<file path="src/rtl/pcs_scrambler_64b.sv">
// pcs_scrambler_64b
// Transmit-side 64b/66b PCS scrambler, self-synchronous g(x) = x^58 + x^39 + 1.
// The payload is scrambled LSB first (bit 0 is first on the wire); the sync
// header passes through untouched and stays aligned with its payload.
// One registered pipeline stage with valid/ready on both sides.
//
// Optional feature macro: PCS_SCRAMBLER_BYPASS_EN
//   When defined, a `bypass` input is added. A beat accepted with bypass=1 is
//   emitted unscrambled, but the LFSR still advances using the raw data as
//   the line bit, so the far-end descrambler stays locked when bypass ends.
//
// Handshake: a beat moves on a rising edge where valid && ready are both high.
// in_ready = !out_valid || out_ready, so the single output register can be
// refilled in the same cycle it is drained. A beat already accepted is never
// dropped, and out_data/out_hdr hold steady while out_valid && !out_ready.

module pcs_scrambler_64b #(
   parameter int          DATA_WIDTH = 64,
   parameter int          HDR_WIDTH  = 2,
   parameter logic [57:0] SEED_INIT  = 58'h3FF_FFFF_FFFF_FFFF,
   parameter int          CNT_WIDTH  = 32
) (
   input  logic                  CLK,
   input  logic                  rst,
   input  logic [DATA_WIDTH-1:0] in_data,
   input  logic [HDR_WIDTH-1:0]  in_hdr,
   input  logic                  in_valid,
   output logic                  in_ready,
   output logic [DATA_WIDTH-1:0] out_data,
   output logic [HDR_WIDTH-1:0]  out_hdr,
   output logic                  out_valid,
   input  logic                  out_ready,
   input  logic                  seed_load,
   input  logic [57:0]           seed_value,
`ifdef PCS_SCRAMBLER_BYPASS_EN
   input  logic                  bypass,
`endif
   output logic [CNT_WIDTH-1:0]  blk_cnt,
   input  logic                  blk_cnt_clr
);

   // Only the two lane widths used by the PCS are supported.
   generate
      if (!(DATA_WIDTH == 32 || DATA_WIDTH == 64)) begin : g_bad_width
         $error("pcs_scrambler_64b: DATA_WIDTH must be 32 or 64");
      end
   endgenerate

   localparam logic [CNT_WIDTH-1:0] CNT_MAX = {CNT_WIDTH{1'b1}};

   // Registered state. state_q[0] is the most recently emitted line bit.
   logic [57:0]           state_q,     state_d;
   logic [DATA_WIDTH-1:0] out_data_q,  out_data_d;
   logic [HDR_WIDTH-1:0]  out_hdr_q,   out_hdr_d;
   logic                  out_valid_q, out_valid_d;
   logic [CNT_WIDTH-1:0]  blk_cnt_q,   blk_cnt_d;

   // Combinational scrambler results for the beat currently on in_data.
   logic [DATA_WIDTH-1:0] scr_data;
   logic [57:0]           scr_state;
   logic                  scr_bit;
   logic                  byp_sel;
   logic                  accept;

`ifdef PCS_SCRAMBLER_BYPASS_EN
   assign byp_sel = bypass;
`else
   assign byp_sel = 1'b0;
`endif

   // The output register can take a new beat when empty or being drained.
   assign in_ready = !out_valid_q || out_ready;
   assign accept   = in_valid && in_ready;

   // Unrolled bit-serial scrambler: one full beat per cycle from state_q.
   // The line bit fed back into the LFSR is whatever goes on the wire for a
   // scrambled beat, or the raw data bit for a bypassed beat.
   always_comb begin
      scr_state = state_q;
      scr_data  = '0;
      scr_bit   = 1'b0;
      for (int i = 0; i < DATA_WIDTH; i++) begin
         scr_bit     = in_data[i] ^ scr_state[38] ^ scr_state[57];
         scr_data[i] = byp_sel ? in_data[i] : scr_bit;
         scr_state   = {scr_state[56:0], scr_data[i]};
      end
   end

   // LFSR next state: advance on an accepted beat; a seed load overrides the
   // post-beat value, but the beat itself was already scrambled with the old
   // state above.
   always_comb begin
      state_d = state_q;
      if (accept) begin
         state_d = scr_state;
      end
      if (seed_load) begin
         state_d = seed_value;
      end
   end

   // Output register: load on accept, empty when drained without refill,
   // otherwise hold (covers stalls).
   always_comb begin
      out_data_d  = out_data_q;
      out_hdr_d   = out_hdr_q;
      out_valid_d = out_valid_q;
      if (accept) begin
         out_data_d  = scr_data;
         out_hdr_d   = in_hdr;
         out_valid_d = 1'b1;
      end else if (out_ready) begin
         out_valid_d = 1'b0;
      end
   end

   // Accepted-beat counter: saturates at all-ones, clear has priority.
   always_comb begin
      blk_cnt_d = blk_cnt_q;
      if (blk_cnt_clr) begin
         blk_cnt_d = '0;
      end else if (accept && (blk_cnt_q != CNT_MAX)) begin
         blk_cnt_d = blk_cnt_q + CNT_WIDTH'(1);
      end
   end

   // All flops share one synchronous reset; a beat presented during reset
   // is dropped because the reset branch ignores the next-state values.
   always_ff @(posedge CLK) begin
      if (rst) begin
         state_q     <= SEED_INIT;
         out_data_q  <= '0;
         out_hdr_q   <= '0;
         out_valid_q <= 1'b0;
         blk_cnt_q   <= '0;
      end else begin
         state_q     <= state_d;
         out_data_q  <= out_data_d;
         out_hdr_q   <= out_hdr_d;
         out_valid_q <= out_valid_d;
         blk_cnt_q   <= blk_cnt_d;
      end
   end

   assign out_data  = out_data_q;
   assign out_hdr   = out_hdr_q;
   assign out_valid = out_valid_q;
   assign blk_cnt   = blk_cnt_q;

endmodule

</file>
<file path="config.mk">
export PLATFORM = sky130hd
export DESIGN_NAME = pcs_scrambler_64b
export DESIGN_NICKNAME = d
export VERILOG_FILES = /design/src/rtl/pcs_scrambler_64b.sv
export SDC_FILE = /design/constraint.sdc
export NUM_CORES = 1
export LEC_CHECK = 0
export ABC_AREA = 1
export BUFFER_PORTS_ARGS = -buffer_cell sky130_fd_sc_hd__buf_2
export CAP_MARGIN = 10
export CORE_MARGIN = 2
export CORE_UTILIZATION = 55
export CTS_CLUSTER_DIAMETER = 80
export DETAILED_ROUTE_END_ITERATION = 16
export PLACE_DENSITY = 0.89
export SKIP_LAST_GASP = 1
export SYNTH_ARGS = -nofsm -noshare
export SYNTH_HDL_FRONTEND = slang
export SYNTH_SLANG_ARGS = --single-unit
export TNS_END_PERCENT = 20
</file>
<file path="constraint.sdc">
create_clock -name CLK -period 3.1 [get_ports CLK]
set_input_delay 0.93 -clock CLK [delete_from_list [all_inputs] [get_ports CLK]]
set_output_delay 0.93 -clock CLK [all_outputs]
set_load 0.02 [all_outputs]
</file>
==> summary by stage, run 1 <==
Drt
The count of vias placed by the detailed router is 8803. The initial detailed-routing violation count is 716. The average via count per standard cell is 5.54. Once detail routing completed, the nets flagged for antenna violations numbered 0.

After detailed routing, the average wire length per cell comes to 16.7 um. The first TritonRoute pass finished after 8 iterations. For this run, design rule violations remaining after detail routing come to 0. The routed wire length is 26500 um.

Floorplan
The area of the die is 16000 um^2. The height of the die is 126 um. In this run the horizontal extent of the chip is 126 um. The floorplan has 44 rows. The core region is 14600 um^2.

For this configuration, the core starts out at a cell density of 0.565. The number of I/O pins is 230.

Synthesis
After synthesis the netlist holds a flip-flop and latch count of 157. In the post-synthesis netlist, the biggest area contributors are dfxtp_1 (38%), nand2_1 (20%), a21oi_1 (8.7%). The cell area that synthesis handed to floorplanning was 8240 um^2. The portion of synthesized cell area occupied by the leading cell type is 0.381. The count of warnings emitted by yosys is 0.

The number of distinct library cell variants in the gate-level netlist after synthesis is 26. The leading area contributor after synthesis is dfxtp_1. The average size of a mapped cell is 6.92 um^2. The fraction of the yosys area taken by sequential cells is 0.381. The flip-flop cell with the highest count after synthesis is dfxtp_1.

The post-synth net total is 1322. The share of flip-flops with an asynchronous set or reset after synthesis is 0. Yosys mapped a number of flops with a built-in enable equal to 0. The number of instances in the synthesized netlist is 1191.

Global route
Entering global routing, the biggest net connects 117 pins. The first global-routing pass estimated 41600 um of wire. The final global-route overflow total is 0. The via count of the first global-routing pass is 8273. The initial antenna violation count is 0. In the global route stage, overall resource usage came out at 0.327.

Pwr
The power density relative to cell area is 583 nW/um^2. The post-layout total power is 5.90 mW. The leakage power total is 4.65 nW. The peak supply drop is 434 uV.

Layout
The count of non-filler cells in the finished layout is 1590. The area growth from synthesis to layout is 23.0%. The antenna diode instance count is 0. For this run, the share of the core covered by cells in the final layout is 0.695.

The total of fill cells in the finished design is 1209. Leaving out fill and tap cells, the most frequent cell in the layout is nand2_1. The post-route cell area is 10100 um^2.

The post-layout net count is 1524. The proportion of layout cells with a drive suffix above 1 is 0.206. In the layout the commonest cells are nand2_1 (440), buf_2 (227), dfxtp_1 (157).

Clock network
The cell sitting at the root of the clock tree is a clkbuf_16. The number of instances resized during post-cts repair is 0. The hold buffer count at cts is 0.

Clock tree synthesis inserted a total of 17 buffers. The clock net in this run drives a total of 157 sinks. TritonCTS built the clock tree. Once the clock tree was built, the setup fixing pass inserted 0 buffers. The clock reaches the later pin of the worst-skew pair after 0.43 ns. The clock-pin transition on the worst setup and hold timing paths is 0.07 ns. The H-tree depth is 4. The maximum buffer depth of the clock tree is 2.

Timing
The measured slew at the worst slew-check pin is 1.16 ns. The headroom to the max-slew limit is 0.229. The share of the cycle needed by the critical path after routing is 0.741. The worst path needs 2.30 ns of the cycle, external delays included. The setup TNS is 0 ns.

Setup violations remaining at the end of the flow were counted as 0. The number of pins with negative max-slew slack in the final report was 0. The worst setup margin is 0.802 ns. The final-report hold violation count came to 0. The achievable frequency is 0.435 GHz.

The clock skew is 0.0111 ns. The tightest hold path in the finished design has a slack of 0.462 ns. Setup repair after global routing left no endpoint under its margin.

Placed design
The total placed cells including tap cells is 1558. Detailed placement finished with a half-perimeter wire length of 19000 um. The congestion estimate from routability-driven global placement came to 0.966. Once placement finished, the instance area stood at 9480 um^2. The count of buffers added on input and output ports is 229. Timing analysis after detailed placement gives a worst setup slack of 0.428 ns.

Critical path
STA puts the critical path data arrival time at 2.64 ns. At the worst endpoint, the required time is 3.44 ns. STA classifies the critical path startpoint as a primary input. In this run the worst path has a maximum fanout of 36.

The critical path in this run is classified as in2reg. STA classifies the critical path endpoint as a flop.

Flow run
The number of violations of the max-capacitance limit is 0.

Status
The flow ran to the end, and the final reports show no timing, DRC or antenna violations.

Worst hold path
The class of the worst hold path is reg2reg.
==> kinds of logic after synthesis <==
logic type / Yosys count / share of synthesized area
simple gates: 591 / 0.293
compound gates: 213 / 0.149
flops: 157 / 0.381
buf+inv: 119 / 0.0586
xor+xnor: 110 / 0.117
fa+ha+maj: 1 / 0.00152
==> layer usage <==
| layer | vias up | GRT usage | routed length, um |
|---|---|---|---|
| met2 | 467 | 0.522 | 12400 |
| met5 | - | 0 | 0 |
| li1 | 4227 | - | - |
| met1 | 4041 | 0.425 | 10800 |
| met3 | 68 | 0.0747 | 2260 |
| met4 | 0 | 0.145 | 1020 |
==> worst paths after layout <==
kind | cells after the start | end | slack, ns | start
setup / recovery | 10 | state_q[8]$_SDFFE_PP1P_ | 0.80 | out_ready
hold / removal | 2 | out_data[15]$_SDFFE_PP0P_ | 0.46 | out_data[15]$_SDFFE_PP0P_
setup reg to reg | 10 | blk_cnt[14]$_SDFFE_PP0P_ | 1.02 | blk_cnt[1]$_SDFFE_PP0P_
hold reg to reg | 2 | out_data[15]$_SDFFE_PP0P_ | 0.46 | out_data[15]$_SDFFE_PP0P_
==> cells in the mapped netlist, types with 2 or more instances <==
| master | n |
|---|---|
| a21oi_1 | 144 |
| buf_2 | 14 |
| buf_4 | 3 |
| clkbuf_1 | 36 |
| dfxtp_1 | 157 |
| inv_1 | 63 |
| nand2_1 | 441 |
| nand2_2 | 4 |
| nand3_1 | 51 |
| nand3_2 | 3 |
| nand3b_1 | 16 |
| nor2_1 | 63 |
| nor2_4 | 2 |
| nor3_1 | 3 |
| o211ai_1 | 39 |
| o21ai_0 | 5 |
| o21bai_1 | 25 |
| or2_2 | 6 |
| xnor2_1 | 60 |
| xor2_1 | 50 |
==> power by group <==
group	internal, mW	total, mW	switching (mW)
clock network	1.49	2.33	0.845
logic	0.456	1.22	0.769
registers	2.19	2.35	0.157
total	4.13	5.90	1.77
==> sequential cells by signal (all words and copies together), names as in the netlist <==
| name | cells |
|---|---|
| out_data | 64 |
| state_q | 58 |
| blk_cnt | 32 |
| out_hdr | 2 |
| out_valid | 1 |
==> cell type report <==
| class | count | area (um^2) | area share |
|---|---|---|---|
| multi-input cells | 915 | 4620 | 0.456 |
| repair buffers | 237 | 1240 | 0.122 |
| flip-flops and latches | 157 | 3140 | 0.310 |
| clock buffers | 20 | 467 | 0.0461 |
| inverters | 65 | 244 | 0.0241 |
| clock inverters | 12 | 190 | 0.0188 |
| well taps | 184 | 230 | 0.0227 |
==> worst max-delay path, stage by stage <==
cell and delay (ns):
buf_2 0.10, inv_1 0.04, nand2_1 0.07, nand2_2 0.08
inv_2 0.07, nor2_4 0.65, buf_4 0.40, nand2_1 0.10
nand2_1 0.08, o21bai_1 0.10
No activity file was read; power rests on OpenSTA's default activity.
==> inputs of run 2 (changes only) <==
CORE_UTILIZATION = 48   (was 55)
PLACE_DENSITY = 0.83   (was 0.89)
clock period = 2.1 ns   (was 3.1 ns; I/O delays follow)
==> run 2 against run 1 <==
  * Core utilization is 7.8 points lower
  * Global-route usage fell by 3.4 points
  * Wire length rose by 1.7%
  * Critical path type is now reg2reg
  * Total power grew 44%
  * Critical path depth rose by 1
  * Setup slack worse by 0.58 ns
  * Clock-buffer cell count down 2
  * First-iteration DRC count unchanged
==> summary by stage, run 2 (synthesis gave the netlist of run 1 again) <==
Status
The run finished with clean final reports.

Timing
The headroom to the max-slew limit is 0.528 (+0.299). The final-report hold violation count is 0 (unchanged). The measured slew at the worst slew-check pin is 0.708 ns (-0.449 ns). Setup repair after global routing left no endpoint under its margin.

The final count of negative-setup-slack endpoints is 0 (unchanged). In the finished design, the share of the clock period the worst path needs comes to 0.893. For this run, the top clock speed supported by timing is 0.533 GHz. The setup TNS is 0 ns (unchanged). The clock skew was 0.00706 ns (-0.00401 ns). The worst path in the final design needs a cycle of 1.88 ns, including I/O delays and setup. The number of pins with negative max-slew slack in the final report is 0 (unchanged).

Clock network
The library cell used as clock root buffer is clkbuf_16. The clock sink total came to 157 (unchanged). The clock-pin transition on the worst setup and hold timing paths was 0.07 ns (about the same).

The TritonCTS buffer count is 17 (unchanged). The clock insertion delay at the later pin of the skew report is 0.44 ns (about the same). The maximum buffer depth of the clock tree came to 2 (unchanged).

The post-CTS setup repair buffer count is 0 (unchanged). TritonCTS built the clock tree. The hold buffer count at cts is 0 (unchanged). The H-tree depth is 4 (unchanged). The number of instances resized during post-cts repair is 0 (unchanged).

Placed design
The cell area reported after detailed placement was 9700 um^2 (+2.3%). The detailed placement HPWL is 20200 um (+6.5%). The count of buffers inserted at the top-level ports is 229 (unchanged).

The final estimated routing congestion in global placement was 0.952 (-1.4%).

Layout
The post-layout net count is 1539 (+0.98%). The area overhead of the layout relative to synthesis is 25.1%. The number of flip-flops in the largest register is 64 (unchanged). The proportion of layout cells with a drive suffix above 1 was 0.213 (+0.00783). Leaving out fill and tap cells, the most frequent cell in the layout is nand2_1.

The library cells used most frequently in the layout, excluding fill and tap cells, are nand2_1 (440), buf_2 (227), dfxtp_1 (157). The post-route cell area is 10300 um^2 (+1.7%).

Drt
The count of vias placed by the detailed router was 8753 (-0.57%). The routed wire length was 26900 um (+1.7%). The number of remaining DRC errors is 0 (unchanged).

The count of nets left with antenna violations after detail routing was 0 (unchanged). The average via count per standard cell is 5.33 (-3.7%). The number of detailed-routing iterations run before antenna repair is 5 (-3). The initial detailed-routing violation count is 716 (unchanged). The detailed-route wire length per cell is 16.4 um (-1.4%).

Floorplan
The number of I/O pins is 230 (unchanged). The initial core utilization came to 0.493 (-0.0714). The height of the die is 135 um (+6.8%). The core area is 16700 um^2 (+14%). The number of core rows is 47 (+6.8%).

The width of the chip is 135 um (+6.8%). The area of the die was 18200 um^2 (+14%).

Worst hold path
The number of cells traversed by the worst hold path was 3 (+1). The start point of the worst hold path is seed_value[25]. The endpoint with the worst hold slack is state_q[25]$_SDFFE_PP1P_. The path class of the tightest hold or removal check is in2reg.

Critical path
The startpoint of the lowest-slack register-to-register path is blk_cnt[0]$_SDFFE_PP0P_. The number of cells on the worst reg-to-reg path was 11 (+1). The required time of the worst setup path was 2.43 ns (-1.01 ns).

The type of element capturing the critical path is a flop. The reg-to-reg setup timing slack is 0.22 ns (-0.80 ns). The biggest fanout along the worst timing path came to 31 (-14%). The arrival time at the worst endpoint is 2.20 ns (-0.44 ns). The startpoint kind of the worst setup timing path is a flop. The endpoint identified for the worst register-to-register timing path is blk_cnt[18]$_SDFFE_PP0P_. The kind of critical path is reg2reg.

Global route
The met3 capacity usage during global routing came to 0.0721 (-0.00258). The overall routing resource usage was 0.293 (-0.0343). After global routing, the most crowded layer is met2. The maximum number of pins on one net before global-route repair came to 62 (-47%). The global routing met1 resource utilization is 0.368 (-0.0572). The initial antenna violation count was 2 (+2). The via count of the first global-routing pass was 8275 (+0.024%). The met2 track demand over resource in global routing is 0.466 (-0.0554). The final global-route overflow total is 0 (unchanged). The global-route wire length before repair was 41500 um (-0.15%).

Pwr
The leakage power total is 4.71 nW (+1.4%). The power density relative to cell area came to 828 nW/um^2 (+42%). The peak supply drop is 672 uV (+55%).

Flow run
The number of violations of the max-capacitance limit is 0 (unchanged).
==> run 2: cell count changes in the layout (fill, tap and decap cells not counted), sizes merged <==
cell      before  now
buf          237  252
inv           64   67
bufinv         5    3
clkbuf        20   18
clkinv         6    5
clkinvlp       2    3
diode          0    1
==> run 2: routing by layer <==
layer / wire length [um] / share of wire / vias up
met3: 2020 / 0.075 / 76
met1: 11200 / 0.42 / 4068
li1: - / - / 4266
met2: 12400 / 0.46 / 341
met4: 1210 / 0.045 / 2
met5: 11 / 0.00041 / -
==> run 2: cell type report <==
cell class | count | area [um^2]
well taps | 220 | 275
clock buffers | 18 | 439
multi-input cells | 915 | 4620
clock inverters | 13 | 165
flip-flops and latches | 157 | 3140
diodes | 1 | 2.50
inverters | 65 | 244
repair buffers | 252 | 1410
fillers | 1477 | 6400
==> run 2: how the worst max path moves through the flow <==
stage	start	endpoint	slack (ns)	cells past startpoint
detailed placement	out_ready	blk_cnt[18]$_SDFFE_PP0P_	0.16	10
global placement	out_ready	blk_cnt[18]$_SDFFE_PP0P_	0.17	10
CTS	blk_cnt[1]$_SDFFE_PP0P_	blk_cnt[17]$_SDFFE_PP0P_	0.25	12
global route	blk_cnt[0]$_SDFFE_PP0P_	blk_cnt[18]$_SDFFE_PP0P_	0.04	11
finish	blk_cnt[0]$_SDFFE_PP0P_	blk_cnt[18]$_SDFFE_PP0P_	0.22	11
floorplan	out_ready	state_q[52]$_SDFFE_PP1P_	0.23	9
==> run 2: worst max-delay path, stage by stage (launching register included) <==
cell and delay [ns]:
dfxtp_1 0.35, ha_1 0.23, inv_1 0.09, nor2_4 0.06, nand2_2 0.12, nor2_4 0.06, nand2_2 0.09, nand2_2 0.07
inv_2 0.42, nand3_1 0.13, nand2_1 0.09, nor2_1 0.04
==> run 2: stage by stage <==
stage	power [mW]	instances	utilization	hold WS [ns]	setup slack (ns)
after floorplan	4.66	1191	-	0.469	0.231
after global placement	5.29	1609	0.581	0.450	0.170
after detailed placement	5.33	1609	0.581	0.452	0.164
after CTS	8.52	1640	0.617	0.420	0.245
after global routing	8.87	1640	0.617	0.433	0.0366
final	8.53	1641	0.617	0.431	0.224
==> run 2: power by group <==
group	switching [mW]	internal [mW]	total, mW
combinational	1.13	0.704	1.83
sequential	0.233	3.23	3.47
clock	1.32	1.90	3.23
